$ cat config.mk
export PLATFORM = sky130hd
export DESIGN_NAME = seg_scan_ctrl_flat
export DESIGN_NICKNAME = d
export VERILOG_FILES = /design/src/rtl/seg_scan_ctrl_pkg.sv /design/src/rtl/seg_scan_ctrl_if.sv /design/src/rtl/seg_scan_ctrl_segfont.sv /design/src/rtl/seg_scan_ctrl.sv /design/src/flat_wrapper.sv
export SDC_FILE = /design/constraint.sdc
export NUM_CORES = 1
export LEC_CHECK = 0
export CORE_UTILIZATION = 40
export CTS_CLUSTER_SIZE = 8
export DETAILED_ROUTE_END_ITERATION = 16
export PLACE_DENSITY_LB_ADDON = 0.25
export SETUP_SLACK_MARGIN = 0.5
export SLEW_MARGIN = 15
export SYNTH_ARGS = -nofsm -noshare
export SYNTH_HDL_FRONTEND = slang
export SYNTH_SLANG_ARGS = --single-unit
export TNS_END_PERCENT = 20
$ cat constraint.sdc
create_clock -name sys_clk -period 2.95 [get_ports sys_clk]
set_input_delay 0.59 -clock sys_clk [delete_from_list [all_inputs] [get_ports sys_clk]]
set_output_delay 0.59 -clock sys_clk [all_outputs]
set_load 0.02 [all_outputs]
$ cat src/rtl/seg_scan_ctrl_pkg.sv
// Shared types and constants for the seven-segment scan controller.
package seg_scan_ctrl_pkg;

    typedef enum logic {
        ST_BLANK = 1'b0,
        ST_DRIVE = 1'b1
    } state_t;

    localparam logic [6:0] SEG_BLANK  = 7'b000_0000;
    localparam logic [6:0] SEG_ALL_ON = 7'b111_1111;

endpackage

$ cat src/rtl/seg_scan_ctrl_if.sv
// Display-value write channel: valid/ready handshake with value and dp.
interface seg_scan_ctrl_if #(
    parameter int NUM_DIGITS = 4
);
    logic                    wr_valid;
    logic                    wr_ready;
    logic [4*NUM_DIGITS-1:0] wr_value;
    logic [NUM_DIGITS-1:0]   wr_dp;

    modport master (
        output wr_valid,
        output wr_value,
        output wr_dp,
        input  wr_ready
    );

    modport slave (
        input  wr_valid,
        input  wr_value,
        input  wr_dp,
        output wr_ready
    );
endinterface

$ cat src/rtl/seg_scan_ctrl_segfont.sv
// Hex nibble to seven-segment pattern, segments a..g in bits 6..0.
module segfont
    import seg_scan_ctrl_pkg::*;
(
    input  logic [3:0] nibble,
    output logic [6:0] seg
);
    always_comb begin
        seg = SEG_BLANK;
        unique case (nibble)
            4'h0: seg = 7'b111_1110;
            4'h1: seg = 7'b011_0000;
            4'h2: seg = 7'b110_1101;
            4'h3: seg = 7'b111_1001;
            4'h4: seg = 7'b011_0011;
            4'h5: seg = 7'b101_1011;
            4'h6: seg = 7'b101_1111;
            4'h7: seg = 7'b111_0000;
            4'h8: seg = SEG_ALL_ON;
            4'h9: seg = 7'b111_1011;
            4'hA: seg = 7'b111_0111;
            4'hB: seg = 7'b001_1111;
            4'hC: seg = 7'b100_1110;
            4'hD: seg = 7'b011_1101;
            4'hE: seg = 7'b100_1111;
            4'hF: seg = 7'b100_0111;
        endcase
    end
endmodule

$ cat src/rtl/seg_scan_ctrl.sv
// Multiplexed seven-segment scanner with frame-synchronous double buffering.
module seg_scan_ctrl
    import seg_scan_ctrl_pkg::*;
#(
    parameter int NUM_DIGITS     = 4,
    parameter int SCAN_DIV       = 27000,
    parameter int BLANK_CYCLES   = 270,
    parameter int SEG_ACTIVE_LOW = 1,
    parameter int DIG_ACTIVE_LOW = 1
) (
    input  logic                  sys_clk,
    input  logic                  sys_rst_n,
    seg_scan_ctrl_if.slave        wr,
    input  logic                  lz_en,
    output logic [6:0]            seg_o,
    output logic                  dp_o,
    output logic [NUM_DIGITS-1:0] dig_o,
    output logic                  frame_o
);
    localparam int CW = (SCAN_DIV > 1) ? $clog2(SCAN_DIV) : 1;
    localparam int IW = (NUM_DIGITS > 1) ? $clog2(NUM_DIGITS) : 1;
    localparam logic [CW-1:0] CNT_LAST  = CW'(SCAN_DIV - 1);
    localparam logic [CW-1:0] CNT_BLANK = CW'(BLANK_CYCLES);
    localparam logic [IW-1:0] DIG_LAST  = IW'(NUM_DIGITS - 1);
    localparam logic [6:0] SEG_INV = (SEG_ACTIVE_LOW != 0) ? SEG_ALL_ON : SEG_BLANK;
    localparam logic       DP_INV  = (SEG_ACTIVE_LOW != 0);
    localparam logic [NUM_DIGITS-1:0] DIG_INV = {NUM_DIGITS{DIG_ACTIVE_LOW != 0}};

    logic [CW-1:0]           cnt_q, cnt_n;
    logic [IW-1:0]           idx_q, idx_n;
    state_t                  state_q, state_n;
    logic [4*NUM_DIGITS-1:0] sh_val, act_val;
    logic [NUM_DIGITS-1:0]   sh_dp, act_dp;
    logic                    pend;
    logic                    hs, frame_start, drive;
    logic [3:0]              nib;
    logic                    nib_dp, lz_blank;
    logic [NUM_DIGITS-1:0]   dig_sel;
    logic [6:0]              font;

    assign wr.wr_ready   = !pend;
    assign hs            = wr.wr_valid && !pend;
    assign frame_start   = (cnt_q == '0) && (idx_q == '0);

    always_comb begin
        cnt_n = cnt_q + 1'b1;
        idx_n = idx_q;
        if (cnt_q == CNT_LAST) begin
            cnt_n = '0;
            idx_n = (idx_q == DIG_LAST) ? '0 : idx_q + 1'b1;
        end
    end

    always_ff @(posedge sys_clk or negedge sys_rst_n) begin
        if (!sys_rst_n) state_q <= ST_BLANK;
        else            state_q <= state_n;
    end

    // State tracks the slot count it will hold next cycle.
    always_comb begin
        state_n = state_q;
        drive   = 1'b0;
        unique case (state_q)
            ST_BLANK: begin
                if (cnt_n >= CNT_BLANK) state_n = ST_DRIVE;
            end
            ST_DRIVE: begin
                drive = 1'b1;
                if (cnt_n == '0 && CNT_BLANK != '0) state_n = ST_BLANK;
            end
        endcase
    end

    always_ff @(posedge sys_clk or negedge sys_rst_n) begin
        if (!sys_rst_n) begin
            cnt_q   <= '0;
            idx_q   <= '0;
            pend    <= 1'b0;
            sh_val  <= '0;
            sh_dp   <= '0;
            act_val <= '0;
            act_dp  <= '0;
        end else begin
            cnt_q <= cnt_n;
            idx_q <= idx_n;
            if (frame_start && pend) begin
                act_val <= sh_val;
                act_dp  <= sh_dp;
                pend    <= 1'b0;
            end else if (hs) begin
                sh_val <= wr.wr_value;
                sh_dp  <= wr.wr_dp;
                pend   <= 1'b1;
            end
        end
    end

    // A digit is suppressed only when it and every digit to its left are zero.
    always_comb begin
        nib      = 4'h0;
        nib_dp   = 1'b0;
        dig_sel  = '0;
        lz_blank = 1'b0;
        for (int k = 0; k < NUM_DIGITS; k++) begin
            if (idx_q == IW'(k)) begin
                nib        = act_val[4*k +: 4];
                nib_dp     = act_dp[k];
                dig_sel[k] = 1'b1;
                lz_blank   = lz_en && (k != 0) &&
                             ((act_val >> (4*k)) == '0);
            end
        end
    end

    segfont u_font (
        .nibble (nib),
        .seg    (font)
    );

    always_ff @(posedge sys_clk or negedge sys_rst_n) begin
        if (!sys_rst_n) begin
            seg_o   <= SEG_INV;
            dp_o    <= DP_INV;
            dig_o   <= DIG_INV;
            frame_o <= 1'b0;
        end else begin
            seg_o   <= ((drive && !lz_blank) ? font : SEG_BLANK) ^ SEG_INV;
            dp_o    <= (drive && nib_dp) ^ DP_INV;
            dig_o   <= (drive ? dig_sel : '0) ^ DIG_INV;
            frame_o <= frame_start;
        end
    end
endmodule

$ cat src/flat_wrapper.sv
// flat-port wrapper written by rule: the top's interface ports become plain ports
module seg_scan_ctrl_flat import seg_scan_ctrl_pkg::*;
#(
    parameter int NUM_DIGITS     = 4,
    parameter int SCAN_DIV       = 27000,
    parameter int BLANK_CYCLES   = 270,
    parameter int SEG_ACTIVE_LOW = 1,
    parameter int DIG_ACTIVE_LOW = 1
)
  (sys_clk, sys_rst_n, lz_en, seg_o, dp_o, dig_o, frame_o, wr_wr_valid, wr_wr_value, wr_wr_dp, wr_wr_ready);
  seg_scan_ctrl_if #(.NUM_DIGITS(NUM_DIGITS)) wr_i ();
  input  logic sys_clk;
  input  logic sys_rst_n;
  input  logic lz_en;
  output logic [6:0] seg_o;
  output logic dp_o;
  output logic [NUM_DIGITS-1:0] dig_o;
  output logic frame_o;
  input wire logic [$bits(wr_i.wr_valid)-1:0] wr_wr_valid;
  input wire logic [$bits(wr_i.wr_value)-1:0] wr_wr_value;
  input wire logic [$bits(wr_i.wr_dp)-1:0] wr_wr_dp;
  output wire logic [$bits(wr_i.wr_ready)-1:0] wr_wr_ready;
  assign wr_i.wr_valid = wr_wr_valid;
  assign wr_i.wr_value = wr_wr_value;
  assign wr_i.wr_dp = wr_wr_dp;
  assign wr_wr_ready = wr_i.wr_ready;
  seg_scan_ctrl #(.NUM_DIGITS(NUM_DIGITS), .SCAN_DIV(SCAN_DIV), .BLANK_CYCLES(BLANK_CYCLES), .SEG_ACTIVE_LOW(SEG_ACTIVE_LOW), .DIG_ACTIVE_LOW(DIG_ACTIVE_LOW)) u_core (.sys_clk(sys_clk), .sys_rst_n(sys_rst_n), .wr(wr_i), .lz_en(lz_en), .seg_o(seg_o), .dp_o(dp_o), .dig_o(dig_o), .frame_o(frame_o));
endmodule
==> summary.md, run 1 <==
| Metric | Value |
|---|---|
| TritonCTS clock tree | done |
| Final ANT Viol Nets | 0 |
| Post-route cell area | 0.004318 mm² |
| Htree depth | 3 |
| Max Cap Viol | 0 |
| Root Driver | clkbuf_8 |
| Slew @ Worst Pin | 700.5 ps |
| Post-synthesis cell count | 305 |
| Final worst slack | 598.0 ps |
| IO Port Bufs | 37 |
| WL final | 7090 µm |
| Flops & latches, synth | 72 |
| DR WL/cell | 15.41 µm |
| Initial antenna violation count | 0 |
| Share of layout cells above drive strength 1 | 25.57% |
| Residual DRC | 0 |
| Most frequent cells in the layout | dfrtp_1 (60), clkdlybuf4s50_1 (36), nand2_1 (23) |
| Hold Path Class | input pin to async pin |
| Total CTS buffers | 9 |
| Die width | 96.85 µm |
| Hold_buf cts | 0 |
| Arr. time, crit path | 2610 ps |
| Largest net degree at the start of global routing | 44 |
| Commonest non-fill, non-tap cell in the layout | dfrtp_1 |
| Hpwl dp | 5028 µm |
| Internal | 1.400 mW |
| Global-route wire length before repair | 12330 µm |
| Worst stage delay on the critical path | 460 ps |
| Seq/Total Area, Yosys | 50.49% |
| Leading area contributor after synthesis | dfrtp_1 |
| Synth top area share | 41.72% |
| Remaining Overflow, GRT | 0 |
| Final Skew | 10.86 ps |
| Required @ worst endpoint | 3210 ps |
| Final GP Congestion | 0.8398 |
| Vias in the first global route | 2486 |
| Post-Place Cell Area | 0.004080 mm² |
| Place WS | 283.4 ps |
| Starting Density | 41.26% |
| Critical-path top delay cell | dfrtp_1 |
| Worst-path cell chain | inv_2 -> ha_4 -> nor2b_4 -> buf_4 -> a221o_1 -> a22oi_1 -> buf_4 -> mux2_2 -> nor2_1 -> o21ai_1 |
| Clk_lat worst skew | 350 ps |
| Outcome | finished clean |
| NumNets Final | 385 |
| Sequential power share | 55.6% |
| Switching share of power | 25.10% |
| Combinational power share | 4.6% |
| Die area | 0.009379 mm² |
| CP dominant cell by count | buf_4 |
| VDD IR max | 0.0002323 V |
| Startpoint Class | flop |
| Core Rows | 34 |
| Mapped Nets | 343 |
| Setup Crit Path Kind | flop to flop |
| Height of the die | 96.85 µm |
| Post-Syn Area | 0.003598 mm² |
| Worst Path Max Fanout | 11 |
| Max_slew headroom | 53.30% |
| # IOs | 38 |
| Post-route non-filler standard cell count | 460 |
| Final Hold Fails | 0 |
| Clock sink count | 72 |
| Synth unique cells | 54 |
| Leakage | 1.927 nW |
| Power Dens Cells | 432.9 mW/mm² |
| Mean Syn Cell Area | 11.80 µm² |
| RSZ-0062 raised after global routing | yes |
| Vias | 2409 |
| Buffers from clock root to sink, at most | 2 |
| Fin crit share | 79.73% |
| Period minus WS final | 2352 ps |
| Synth-to-layout area growth | 19.99% |
| Final Slew Violations | 0 |
| Setup TNS | 0 ps |
| Detailed Route Iter0 Violations | 120 |
| Share of flip-flops with an asynchronous set or reset | 100.0% |
| EDFF count, synth | 0 |
| Syn. warnings | 0 |
| Cells after DPL | 442 |
| TritonRoute pass-1 iters | 4 |
| CORE AREA | 0.008721 mm² |
| Ant diodes | 0 |
| Vias per std cell | 5.237 |
| Switching power total | 469.1 µW |
| Area contributors post-synth | dfrtp_1 (42%), dfstp_2 (8.8%), mux2_4 (7.9%), mux2_2 (6.6%), ha_1 (4.9%) |
| Worst-path clk slew | 90 ps |
| Primary FF master, synth | dfrtp_1 |
| Clock power frac | 39.7% |
| Final setup vio count | 0 |
| GRT Total Usage | 16.47% |
| Element type at the critical path end | flop |
| Fmax achieved | 425.2 MHz |
metrics by stage:
step,hold WS (ps),util (%),total power [mW]
after CTS,290.0,49.08,1.902
final,282.4,49.51,1.869
after global placement,474.0,46.79,1.146
after detailed placement,482.6,46.79,1.150
after global routing,310.3,49.51,1.962
after floorplan,294.4,-,1.086
repair_timing:
item                                    in CTS  in global routing
setup buffers                                1                  1
pin swaps                                    1                  2
cloned                                       0                  0
gates resized for setup                      2                  8
endpoints found under the setup margin       2                  4
cell families after synthesis:
family / count (synthesis) / synth area share, %
simple gates: 86 / 12.27
xor+xnor: 16 / 3.894
buf+inv: 26 / 3.477
fa+ha+maj: 14 / 4.868
mux: 46 / 16.27
compound gates: 45 / 8.728
flops: 72 / 50.49
cells in the mapped netlist, drive strengths merged, types with 3 or more instances:
cell type,number
a21oi,8
o21ai,8
mux2i,3
nand3,8
o31ai,5
nand4,5
inv,10
a211o,4
a22oi,3
buf,9
clkbuf,6
xor2,10
nor4,5
xnor2,6
nand2,23
dfstp,12
nor2,22
nor3,6
o221ai,3
mux2,43
ha,14
dfrtp,60
nor2b,6
worst max-delay path: cells and delay by family, from the launching register on:
family | cells | cell delay [ps]
adders and majority gates | 1 | 190
DFF | 1 | 460
AOI/OAI and AO/OA | 3 | 580
muxes | 1 | 340
buffers and inverters | 3 | 460
and+or+nand+nor | 2 | 240
sequential cells by signal, indices dropped and copies added (netlist names), 2 cells and up:
register	count
u_core.act_dp	4
u_core.act_val	16
u_core.cnt_q	15
u_core.dig_o	4
u_core.idx_q	2
u_core.seg_o	7
u_core.sh_dp	4
u_core.sh_val	16
power by group through the flow:
stage / Clock, mW / Sequential [mW] / Combinational, mW
floorplan: 0 / 1.05 / 0.0324
global placement: 0 / 1.06 / 0.0859
detailed placement: 0 / 1.06 / 0.0885
CTS: 0.772 / 1.04 / 0.0889
global route: 0.818 / 1.05 / 0.0970
finish: 0.743 / 1.04 / 0.0861
worst paths after layout:
| path | start | endpoint | slack [ps] | cells after the start |
|---|---|---|---|---|
| worst min-delay path | sys_rst_n | u_core.cnt_q[12]$_DFF_PN0_ | 280 | 1 |
| worst max register to register | u_core.idx_q[0]$_DFFE_PN0N_ | u_core.seg_o[3]$_DFF_PN1_ | 600 | 10 |
| worst max-delay path | u_core.idx_q[0]$_DFFE_PN0N_ | u_core.seg_o[3]$_DFF_PN1_ | 600 | 10 |
| min in group sys_clk | u_core.sh_val[11]$_DFFE_PN0P_ | u_core.act_val[11]$_DFFE_PN0P_ | 500 | 1 |
| max in group asynchronous | sys_rst_n | u_core.sh_val[9]$_DFFE_PN0P_ | 2000 | 2 |
| worst min register to register | u_core.sh_val[11]$_DFFE_PN0P_ | u_core.act_val[11]$_DFFE_PN0P_ | 500 | 1 |
final cells by class:
| cell class | instances | area, µm² |
|---|---|---|
| fill | 774 | 4403 |
| sequential | 72 | 1817 |
| multi-input combinational | 207 | 1694 |
| timing repair buffer | 46 | 445.4 |
| tap | 108 | 135.1 |
| clock buffer | 9 | 123.9 |
| clock inverter | 7 | 61.31 |
| inverter | 11 | 41.29 |
per-layer routing:
| layer | track usage, % | part of all wire [%] | up-vias |
|---|---|---|---|
| met3 | 3.974 | 3.8 | 2 |
| met4 | 6.200 | 0.62 | 0 |
| met5 | 0 | 0 | - |
| met2 | 25.14 | 46 | 51 |
| met1 | 22.70 | 49 | 1190 |
| li1 | - | - | 1166 |
Note: power is estimated with default switching activity, not from simulation.
==> inputs of run 2 (changes only) <==
- clock period: 2.95 -> 2.3 ns (I/O delays scaled with it)
==> summary.md, run 2 (same netlist as run 1, synthesis figures left out) <==
| Metric | Value |
|---|---|
| Die width | 96.85 µm |
| Buffers from clock root to sink, at most | 2 |
| Initial antenna violation count | 0 |
| Startpoint Class | flop |
| Final Slew Violations | 0 |
| RSZ-0062 raised after global routing | yes |
| Worst-path clk slew | 70 ps |
| Element type at the critical path end | flop |
| NumNets Final | 427 |
| Combinational power share | 4.5% |
| Most frequent cells in the layout | dfrtp_1 (53), buf_4 (43), clkdlybuf4s50_1 (36) |
| Buf+Inv Stages, Crit Path | 2 |
| Fin crit share | 94.62% |
| Leakage | 2.215 nW |
| Place WS | 45.34 ps |
| DR WL/cell | 16.79 µm |
| Htree depth | 3 |
| Largest net degree at the start of global routing | 28 |
| # IOs | 38 |
| Residual DRC | 0 |
| Worst stage delay on the critical path | 460 ps |
| Synth-to-layout area growth | 37.17% |
| Arr. time, crit path | 2450 ps |
| TritonRoute pass-1 iters | 4 |
| Period minus WS final | 2176 ps |
| Worst-path cell chain | inv_4 -> ha_4 -> nor2b_4 -> a221oi_4 -> o31ai_4 -> inv_2 -> ha_1 -> mux2_4 -> nor2_4 -> o21ai_1 |
| GRT Total Usage | 19.31% |
| Power Dens Cells | 497.3 mW/mm² |
| Post-Route Utilization | 56.60% |
| Die area | 0.009379 mm² |
| TritonCTS clock tree | done |
| Sequential power share | 54.4% |
| Clk_lat worst skew | 340 ps |
| Hpwl dp | 5351 µm |
| Share of layout cells above drive strength 1 | 42.13% |
| Worst Path Max Fanout | 4 |
| Max Cap Viol | 0 |
| Slew @ Worst Pin | 461.4 ps |
| IO Port Bufs | 37 |
| Final Skew | 5.025 ps |
| Largest regs | u_core.act_val: 16 flops, u_core.sh_val: 16 flops, u_core.cnt_q: 15 flops |
| Final setup vio count | 0 |
| Setup Crit Path Kind | flop to flop |
| WL final | 8431 µm |
| Height of the die | 96.85 µm |
| CORE AREA | 0.008721 mm² |
| Switching power total | 512.8 µW |
| Switching share of power | 20.89% |
| Required @ worst endpoint | 2570 ps |
| Final worst slack | 123.8 ps |
| Family with the most delay on the worst path | flip-flops |
| Fmax achieved | 459.5 MHz |
| Final Hold Fails | 0 |
| Ant diodes | 0 |
| Final GP Congestion | 0.8354 |
| Vias per std cell | 5.227 |
| Starting Density | 41.26% |
| Setup TNS | 0 ps |
| R2r worst-path depth | 10 |
| Clock sink count | 72 |
| Max_slew headroom | 69.24% |
| Internal | 1.942 mW |
| Core Rows | 34 |
| Commonest non-fill, non-tap cell in the layout | dfrtp_1 |
| Critical-path top delay cell | dfrtp_2 |
| Hold Path Class | input pin to async pin |
| Total CTS buffers | 9 |
| Vias in the first global route | 2777 |
| VDD IR max | 0.0003012 V |
| Hold_buf cts | 0 |
| Root Driver | clkbuf_8 |
| Global-route wire length before repair | 14210 µm |
| Remaining Overflow, GRT | 0 |
| Final ANT Viol Nets | 0 |
| Detailed Route Iter0 Violations | 91 |
| WP depth | 10 |
| Vias | 2624 |
| Outcome | finished clean |
| Clock power frac | 41.1% |
-- run 2: cell count changes in the layout (fill, tap and decap cells not counted), moves of 3 or more --
cell	change
ha_1	-6
inv_6	-4
ha_4	+4
buf_4	+35
dfrtp_1	-7
buf_6	+4
mux2_4	+4
nor2_1	-3
dfrtp_2	+7
mux2_1	-3
-- run 2: path summary, 6_finish.rpt --
path	from	end	slack [ps]
max	u_core.idx_q[0]$_DFFE_PN0N_	u_core.seg_o[3]$_DFF_PN1_	120
min	sys_rst_n	u_core.state_q$_DFF_PN0_	60
max reg2reg	u_core.idx_q[0]$_DFFE_PN0N_	u_core.seg_o[3]$_DFF_PN1_	120
min reg2reg	u_core.sh_dp[3]$_DFFE_PN0P_	u_core.act_dp[3]$_DFFE_PN0P_	500
max in group asynchronous	sys_rst_n	u_core.idx_q[0]$_DFFE_PN0N_	1510
min in group sys_clk	u_core.sh_dp[3]$_DFFE_PN0P_	u_core.act_dp[3]$_DFFE_PN0P_	500
-- run 2: layer usage --
metal	track usage [%]	vias to the layer above	wire [µm]
li1	-	1240	-
met1	23.41	1300	3540
met2	33.75	66	4381
met3	4.263	18	333
met4	6.659	0	175
met5	0	-	0
-- run 2: cell type report --
type	count	area [µm²]
multi-input cells	207	1899
inverters	11	43.79
repair buffers	88	833.3
clock buffers	13	158.9
flip-flops and latches	72	1826
well taps	108	135.1
clock inverters	3	40.04
fillers	706	3785
-- run 2: stage by stage --
step	hold WS [ps]	total power [mW]	cells	area (µm²)
finish	63.36	2.455	502	4936
global route	94.01	2.558	502	4936
CTS	80.37	2.486	499	4878
detailed placement	442.5	1.475	451	4230
global placement	445.5	1.470	451	4230
floorplan	164.4	1.393	305	3684
-- run 2: repair_timing --
action,CTS,global route
gates resized for setup,37,10
pin swaps,26,13
gates cloned,2,0
buffers inserted,30,3
setup endpoints to repair,40,45
-- run 2: power by group through the flow --
stage                     clock network (mW)  registers (mW)  logic [mW]
after floorplan                            0            1.35      0.0416
after global placement                     0            1.36       0.112
after detailed placement                   0            1.36       0.115
after CTS                               1.04            1.34       0.115
after global routing                    1.09            1.34       0.123
final                                   1.01            1.34       0.111
-- run 2: worst reg2reg max path, delay by kind of cell, from the launching register on --
kind                     cells  cell delay (ps)
AO/OA/AOI/OAI                3              460
adder cells (fa/ha/maj)      2              360
buffers and inverters        2              200
flip-flops                   1              460
multiplexers                 1              290
AND/OR/NAND/NOR              2              330
==> inputs of run 3 (changes only) <==
- MAX_ROUTING_LAYER: default -> met4
- clock period: 2.3 -> 1.8 ns (I/O delays scaled with it)
==> summary.md, run 3 (same netlist as run 1, synthesis figures left out) <==
| Metric | Value |
|---|---|
| Cells after DPL | 494 |
| Hpwl dp | 5785 µm |
| WP depth | 9 |
| Hold Path Class | input pin to flop |
| Global-route wire length before repair | 14080 µm |
| Total CTS buffers | 9 |
| Clk_lat worst skew | 350 ps |
| TritonRoute pass-1 iters | 4 |
| Die area | 0.009379 mm² |
| Detailed Route Iter0 Violations | 83 |
| Commonest non-fill, non-tap cell in the layout | buf_4 |
| DR WL/cell | 16.07 µm |
| Largest net degree at the start of global routing | 37 |
| Final Slew Violations | 0 |
| Final Hold Fails | 0 |
| Family with the most delay on the worst path | adder cells |
| Critical-path top delay cell | dfrtp_1 |
| Vias | 2753 |
| Final setup vio count | 28 |
| Final worst slack | -312.5 ps |
| Worst hold endpoint | u_core.pend$_DFFE_PN0P_ |
| Switching power total | 667.4 µW |
| Vias in the first global route | 2981 |
| Startpoint Class | flop |
| Fin Hold WS | 271.3 ps |
| Setup slack, reg-to-reg | -310 ps |
| FILL cells | 680 |
| Arr. time, crit path | 2390 ps |
| Internal | 2.414 mW |
| Final Skew | 15.45 ps |
| Share of layout cells above drive strength 1 | 52.00% |
| Switching share of power | 21.66% |
| FF-to-FF Start | u_core.idx_q[1]$_DFFE_PN0N_ |
| Initial antenna violation count | 0 |
| Post-route non-filler standard cell count | 533 |
| NumNets Final | 458 |
| Hold_sp | wr_wr_valid |
| Ant diodes | 0 |
| Vias per std cell | 5.165 |
| Core Rows | 34 |
| Most frequent cells in the layout | buf_4 (67), dfrtp_1 (57), mux2_4 (24) |
| Period minus WS final | 2113 ps |
| Root Driver | clkbuf_8 |
| Failing checks | negative setup slack |
| Setup TNS | -3961 ps |
| Max Cap Viol | 0 |
| Buf+Inv Stages, Crit Path | 2 |
| Slew @ Worst Pin | 456.6 ps |
| IO Port Bufs | 37 |
| Starting Density | 41.26% |
| Remaining Overflow, GRT | 0 |
| Setup Crit Path Kind | flop to flop |
| Sequential power share | 55.4% |
| Area taken by multi-input logic gates | 0.001998 mm² |
| Worst setup path start | u_core.idx_q[1]$_DFFE_PN0N_ |
| Worst Hold Path Cells | 2 |
| Required @ worst endpoint | 2080 ps |
| Combinational power share | 4.9% |
| Htree depth | 3 |
| Clock power frac | 39.7% |
| VDD IR max | 0.0004634 V |
| Fin crit share | 117.4% |
| Synth-to-layout area growth | 47.39% |
| Worst-path cell chain | buf_4 -> ha_2 -> nor2b_1 -> o31ai_4 -> inv_2 -> ha_1 -> mux2_4 -> nor2_1 -> o21ai_1 |
| Height of the die | 96.85 µm |
| WL final | 8564 µm |
| Outcome | finished, violations left |
| Worst Path Max Fanout | 8 |
| Final GP Congestion | 0.8385 |
| CORE AREA | 0.008721 mm² |
| R2r worst-path depth | 9 |
| # IOs | 38 |
| R2R Path End | u_core.seg_o[3]$_DFF_PN1_ |
| GRT Total Usage | 19.49% |
| Flip-flop and latch area | 0.001821 mm² |
| RSZ-0062 raised after global routing | yes |
| Final ANT Viol Nets | 0 |
| Worst-path clk slew | 80 ps |
| Fmax achieved | 473.4 MHz |
| Clock sink count | 72 |
| Buffers from clock root to sink, at most | 2 |
| Leakage | 2.425 nW |
| Power Dens Cells | 580.9 mW/mm² |
| TritonCTS clock tree | done |
| Worst stage delay on the critical path | 390 ps |
| Element type at the critical path end | flop |
| Largest regs | u_core.act_val: 16 flops, u_core.sh_val: 16 flops, u_core.cnt_q: 15 flops |
| Residual DRC | 0 |
| Die width | 96.85 µm |
| Max_slew headroom | 69.56% |
[run 3: cell count changes in the layout (fill, tap and decap cells not counted), sizes merged]
cell           before  now
clkbuf             13   15
clkdlybuf4s50      36   21
buf                51   93
bufbuf              1    0
clkinv              3    2
clkinvlp            0    2
dlymetal6s2s        0    1
dlygate4sd3         0    1
[run 3: metrics by stage]
stage	power, mW	instance area (µm²)	util [%]	worst slack [ps]
6_report	3.081	5304	60.82	-312.5
5_1_grt	3.212	5304	60.82	-382.6
4_1_cts	3.128	5055	57.96	-297.2
3_5_place_dp	1.887	4632	53.11	-423.7
3_3_place_gp	1.881	4632	53.11	-351.7
2_1_floorplan	1.780	3749	-	-291.9
[run 3: final cells by class]
class / instances / area share, %
clock inverter: 4 / 0.8964
sequential: 72 / 34.32
timing repair buffer: 119 / 21.16
inverter: 11 / 0.8493
multi-input combinational: 207 / 37.67
tap: 108 / 2.548
clock buffer: 12 / 2.548
[run 3: worst max-delay path by stage]
stage,end,slack (ps)
2_1_floorplan,u_core.seg_o[3]$_DFF_PN1_,-290
3_3_place_gp,u_core.seg_o[3]$_DFF_PN1_,-350
3_5_place_dp,u_core.seg_o[3]$_DFF_PN1_,-420
4_1_cts,u_core.seg_o[3]$_DFF_PN1_,-300
5_1_grt,u_core.seg_o[3]$_DFF_PN1_,-380
6_report,u_core.seg_o[3]$_DFF_PN1_,-310
[run 3: power by group through the flow]
stage	logic, mW	registers [mW]	clock network (mW)
2_1_floorplan	0.0532	1.73	0
3_3_place_gp	0.145	1.74	0
4_1_cts	0.152	1.71	1.27
5_1_grt	0.168	1.72	1.33
3_5_place_dp	0.150	1.74	0
6_report	0.151	1.71	1.22
[run 3: worst reg2reg max path: cells and delay by family, from the launching register on]
family          cells  cell delay [ps]
simple gates        2              270
fa+ha+maj           2              540
mux                 1              260
compound gates      2              370
flops               1              390
buf+inv             2              230
[run 3: metal layers]
metal	GRT usage (%)	wire, µm	vias up	part of all wire (%)
li1	-	-	1308	-
met1	21.74	3616	1373	42
met2	33.42	4541	53	53
met3	3.902	225	19	2.6
met4	9.185	180	0	2.1
met5	-	0	-	0
[run 3: repair_timing]
item                                   in CTS  in global routing
hold buffers                                1                  0
cloned                                      2                  2
endpoints found under the hold margin      15                  0
setup endpoints to repair                  80                 80
buffers inserted                            8                 10
pin swaps                                  17                 20
gates resized for setup                   106                 33
